### config.mk
export PLATFORM = sky130hd
export DESIGN_NAME = shift_sequencer
export DESIGN_NICKNAME = d
export VERILOG_FILES = /design/src/rtl/shift_ctrl_pkg.sv /design/src/rtl/shift_step.sv /design/src/rtl/shift_sequencer.sv
export SDC_FILE = /design/constraint.sdc
export NUM_CORES = 1
export LEC_CHECK = 0
export ABC_AREA = 1
export CORE_MARGIN = 2
export CORE_UTILIZATION = 52
export DETAILED_ROUTE_END_ITERATION = 16
export PLACE_DENSITY = 0.82
export SLEW_MARGIN = 20
export SYNTH_ARGS = -nofsm -noshare
export SYNTH_HDL_FRONTEND = slang
export SYNTH_HIERARCHICAL = 1
export SYNTH_SLANG_ARGS = --single-unit
### constraint.sdc
create_clock -name clk -period 2.1 [get_ports clk]
set_input_delay 0.42 -clock clk [delete_from_list [all_inputs] [get_ports clk]]
set_output_delay 0.42 -clock clk [all_outputs]
set_load 0.05 [all_outputs]
### src/rtl/shift_ctrl_pkg.sv
// Shared encodings for the shift sequencer: FSM state codes and shift-direction constants.
package shift_ctrl_pkg;

  typedef enum logic [1:0] {
    ST_IDLE  = 2'd0,
    ST_SHIFT = 2'd1,
    ST_DONE  = 2'd2
  } state_e;

  localparam logic DIR_LEFT  = 1'b0;
  localparam logic DIR_RIGHT = 1'b1;

endpackage

### src/rtl/shift_step.sv
// Combinational one-place shifter used as the per-cycle step of the shift sequencer.
// Optional macro SHIFT_SEQ_ROTATE_EN adds rot_i, which selects rotate instead of zero fill.
module shift_step
  import shift_ctrl_pkg::*;
#(
  parameter int unsigned WIDTH = 4
) (
  input  logic [WIDTH-1:0] data_i,
  input  logic             dir_i,
`ifdef SHIFT_SEQ_ROTATE_EN
  input  logic             rot_i,
`endif
  output logic [WIDTH-1:0] data_o
);

  logic fill_left;   // bit entering at the LSB on a left step
  logic fill_right;  // bit entering at the MSB on a right step

  // Pick the fill bits: zero for a logical shift, the wrapped-out bit for a rotate.
  always_comb begin
    fill_left  = 1'b0;
    fill_right = 1'b0;
`ifdef SHIFT_SEQ_ROTATE_EN
    if (rot_i) begin
      fill_left  = data_i[WIDTH-1];
      fill_right = data_i[0];
    end
`endif
  end

  // Single-place move in the requested direction.
  always_comb begin
    if (dir_i == DIR_RIGHT) begin
      data_o = {fill_right, data_i[WIDTH-1:1]};
    end else begin
      data_o = {data_i[WIDTH-2:0], fill_left};
    end
  end

endmodule

### src/rtl/shift_sequencer.sv
// Multi-cycle variable-distance shifter: accepts a job, iterates a one-bit step per clock,
// then holds the result on out_data/out_valid until the consumer takes it.
// Optional macro SHIFT_SEQ_ROTATE_EN adds in_rot (rotate, amount taken modulo WIDTH).
module shift_sequencer
  import shift_ctrl_pkg::*;
#(
  parameter int unsigned WIDTH   = 4,
  parameter int unsigned SHAMT_W = 3
) (
  input  logic               clk,
  input  logic               rst,
  input  logic               in_valid,
  output logic               in_ready,
  input  logic [WIDTH-1:0]   in_data,
  input  logic [SHAMT_W-1:0] in_amt,
  input  logic               in_dir,
`ifdef SHIFT_SEQ_ROTATE_EN
  input  logic               in_rot,
`endif
  output logic               out_valid,
  input  logic               out_ready,
  output logic [WIDTH-1:0]   out_data,
  output logic               busy
);

  // Must hold the value WIDTH itself (saturated amount).
  localparam int unsigned CntW = $clog2(WIDTH + 1);

  state_e             state_q, state_d;
  logic [WIDTH-1:0]   work_q, work_d;
  logic [WIDTH-1:0]   out_data_q, out_data_d;
  logic               dir_q, dir_d;
  logic [CntW-1:0]    count_q, count_d;
  logic               out_valid_q, out_valid_d;
  logic [WIDTH-1:0]   step_data;
  int unsigned        amt_ext;
  int unsigned        n_eff;
`ifdef SHIFT_SEQ_ROTATE_EN
  logic               rot_q, rot_d;
`endif

  shift_step #(
    .WIDTH (WIDTH)
  ) u_shift_step (
    .data_i (work_q),
    .dir_i  (dir_q),
`ifdef SHIFT_SEQ_ROTATE_EN
    .rot_i  (rot_q),
`endif
    .data_o (step_data)
  );

  assign in_ready  = (state_q == ST_IDLE) & ~rst;
  assign busy      = (state_q != ST_IDLE);
  assign out_valid = out_valid_q;
  assign out_data  = out_data_q;

  // Effective step count: saturate at WIDTH for shifts, wrap modulo WIDTH for rotates.
  always_comb begin
    amt_ext = 32'(in_amt);
    n_eff   = (amt_ext >= WIDTH) ? WIDTH : amt_ext;
`ifdef SHIFT_SEQ_ROTATE_EN
    if (in_rot) n_eff = amt_ext % WIDTH;
`endif
  end

  // Next-state logic for the IDLE -> SHIFT -> DONE sequence and its registered outputs.
  always_comb begin
    state_d     = state_q;
    work_d      = work_q;
    dir_d       = dir_q;
    count_d     = count_q;
    out_valid_d = out_valid_q;
    out_data_d  = out_data_q;
`ifdef SHIFT_SEQ_ROTATE_EN
    rot_d       = rot_q;
`endif
    case (state_q)
      ST_IDLE: begin
        if (in_valid && in_ready) begin
          work_d = in_data;
          dir_d  = in_dir;
`ifdef SHIFT_SEQ_ROTATE_EN
          rot_d  = in_rot;
`endif
          if (n_eff == 0) begin
            // Zero-distance job: result is the operand, presented next cycle.
            state_d     = ST_DONE;
            out_valid_d = 1'b1;
            out_data_d  = in_data;
          end else begin
            state_d = ST_SHIFT;
            count_d = CntW'(n_eff);
          end
        end
      end
      ST_SHIFT: begin
        work_d  = step_data;
        count_d = count_q - CntW'(1);
        if (count_q == CntW'(1)) begin
          state_d     = ST_DONE;
          out_valid_d = 1'b1;
          out_data_d  = step_data;
        end
      end
      ST_DONE: begin
        if (out_ready) begin
          state_d     = ST_IDLE;
          out_valid_d = 1'b0;
        end
      end
      default: begin
        state_d     = ST_IDLE;
        out_valid_d = 1'b0;
      end
    endcase
  end

  // State registers with synchronous reset; reset discards any job in flight.
  always_ff @(posedge clk) begin
    if (rst) begin
      state_q     <= ST_IDLE;
      work_q      <= '0;
      dir_q       <= DIR_LEFT;
      count_q     <= '0;
      out_valid_q <= 1'b0;
      out_data_q  <= '0;
`ifdef SHIFT_SEQ_ROTATE_EN
      rot_q       <= 1'b0;
`endif
    end else begin
      state_q     <= state_d;
      work_q      <= work_d;
      dir_q       <= dir_d;
      count_q     <= count_d;
      out_valid_q <= out_valid_d;
      out_data_q  <= out_data_d;
`ifdef SHIFT_SEQ_ROTATE_EN
      rot_q       <= rot_d;
`endif
    end
  end

endmodule

==> results by group <==
Clock network
  • Root Driver: clkbuf_4
  • Hold buffer count at cts: 0
  • Clk sinks: 15
  • Clock transition at path regs: 0.10 ns
  • CTS tree: done
  • H-tree depth: 1
  • Post-cts sizing count: 0
  • Clk_lat worst skew: 0.28 ns
  • Post-CTS setup buffers: 0
  • Deepest clock path buffer count: 2
  • CTS buffer count: 3

Yosys
  • Cell variety after synth: 19
  • Mapped Nets: 145
  • Seq cells post-synth: 15
  • Syn Std Cell Area: 855 µm²
  • Syn_area_per_cell: 6.52 µm²
  • Post-synthesis sequential area ratio: 0.351
  • Warnings from Yosys: 6
  • Synth Instances: 131

Timing
  • RSZ-0062 raised after global routing: no
  • Minimum clock period after layout: 1.87 ns
  • Clock skew: 0.00218 ns
  • Final Cycle Share: 0.890
  • Setup TNS: 0 ns
  • Hold Slack: 0.487 ns
  • Final setup fails: 0
  • Final WS setup: 0.232 ns
  • Final Hold Viols: 0
  • Max Transition Viols Final: 0
  • Measured slew at the worst slew-check pin: 0.493 ns
  • Highest Clock Rate: 535 MHz
  • Worst slew margin: 0.671

Placement
  • Cells after DPL: 164
  • Dpl ws: 0.372 ns
  • Placer Congestion: 0.836
  • Port Buf Inserts: 18
  • Post-DP HPWL: 1.29 mm

Routing
  • Via count: 847
  • DR WL/cell: 10.1 µm
  • DRC: 0
  • Final WL: 1.70 mm
  • Via/cell ratio: 5.04
  • Final antenna-violating net count: 0
  • Drt first pass iters: 4
  • DRT iter0 DRCs: 8

Floorplanning
  • Std-Cell Rows: 14
  • Die area: 0.00198 mm²
  • Die span in y: 44.5 µm
  • Core area: 0.00152 mm²
  • Initial Utilization: 0.561
  • Die extent in x: 44.5 µm
  • Top-Level Pins: 19

Critical path
  • Top cell family by delay on the critical path: buffers and inverters
  • Worst path buffer plus inverter count: 1
  • Slowest cell on crit path: clkdlybuf4s50_1
  • Worst setup EP type: primary output
  • WP data arrival: 1.45 ns
  • Required @ worst endpoint: 1.68 ns
  • WS Path Type: flip-flop to primary output
  • Critical path cell sequence: clkdlybuf4s50_1
  • CP max stage delay: 0.81 ns
  • Critical Path Start Type: flip-flop
  • Crit path max fanout: 2

Global route
  • First-pass GRT wire length: 3.02 mm
  • Vias in the first global route: 789
  • Grt total ovfl: 0
  • Initial antenna violation count: 0
  • All-layer global routing usage: 0.204
  • Largest net degree at the start of global routing: 15

Run status
  • Status: completed

Finish
  • Area of the multi-input gates: 457 µm²
  • Reg area: 300 µm²
  • P&R area growth vs syn: 25.8%
  • Final-stage net count: 167
  • Commonest non-fill, non-tap cells in the layout: nand2_1, nor2_1, inv_1, clkdlybuf4s50_1, dfxtp_1
  • Number of fill cells: 124
  • Most common cell after layout, fill and taps aside: nand2_1
  • Finished Layout Cells: 168
  • Proportion of layout cells with a drive suffix above 1: 0.132
  • ANT cells: 0

Power and ir drop
  • VDD IR-drop max: 1.10 mV
  • P_leak: 0.536 nW
  • Final Power: 1.35 mW
  • PwrDens: 1260 mW/mm²

Min path
  • Hold Path Class: flip-flop to flip-flop

Flow run
  • Max Cap Viol: 0
[report_power, final]
part           switching (mW)  internal [mW]  total, mW
clock network          0.0989         0.0707      0.170
registers              0.0692          0.372      0.441
logic                   0.480          0.261      0.741
total                   0.649          0.704       1.35
[metrics by stage]
stage / util / instance area, µm²
floorplan: - / 855
global placement: 0.687 / 1050
detailed placement: 0.687 / 1050
CTS: 0.705 / 1070
global route: 0.705 / 1070
finish: 0.705 / 1070
[logic make-up (layout without fill, tap and decap cells)]
kind of cell    count (synthesis)  count (layout)  share of synthesized area
buf+inv                        22              43                      0.114
fa+ha+maj                       2               2                     0.0293
flops                          15              15                      0.351
compound gates                 19              19                      0.124
simple gates                   73              73                      0.381
[worst min-delay path, stage by stage, from the launching register on]
cell	delay, ns
dfxtp_1	0.34
nor2_1	0.05
nor2_1	0.07
[layout make-up]
| type | count | area share |
|---|---|---|
| Clock inverter | 1 | 0.00466 |
| Inverter | 20 | 0.0698 |
| Sequential cell | 15 | 0.279 |
| Tap cell | 16 | 0.0186 |
| Timing Repair Buffer | 19 | 0.182 |
| Multi-Input combinational cell | 94 | 0.425 |
| Clock buffer | 3 | 0.0210 |
[per-layer routing]
layer | wire (µm) | GRT usage
met1 | 816 | 0.248
met3 | 51 | 0.0367
met5 | 0 | 0
met2 | 807 | 0.345
met4 | 23 | 0.0909
[Yosys cell counts, drive strengths merged]
cell type / instances / area share
a21oi: 8 / 0.047
buf: 2 / 0.026
dfxtp: 15 / 0.35
ha: 2 / 0.029
inv: 20 / 0.088
nand2: 37 / 0.18
nand3: 12 / 0.070
nand3b: 1 / 0.0088
nand4: 3 / 0.022
nor2: 19 / 0.089
o21ai: 11 / 0.078
or2: 1 / 0.0073
[state kept, by name, summed over array words and instances (netlist names)]
| name | cells |
|---|---|
| out_data | 4 |
| count_q | 3 |
| dir_q | 1 |
| out_valid | 1 |
| work_q | 4 |
| state_q | 2 |
[path summary, 6_finish.rpt]
kind	startpoint	end	slack, ns	depth (start not counted)
max	out_data[0]$_SDFFE_PP0P_	out_data[0]	0.23	1
min	out_valid$_SDFFE_PP0P_	out_valid$_SDFFE_PP0P_	0.49	2
max reg2reg	state_q[0]$_SDFFE_PP0P_	out_data[3]$_SDFFE_PP0P_	0.83	6
min reg2reg	out_valid$_SDFFE_PP0P_	out_valid$_SDFFE_PP0P_	0.49	2
No activity file was read; power rests on OpenSTA's default activity.
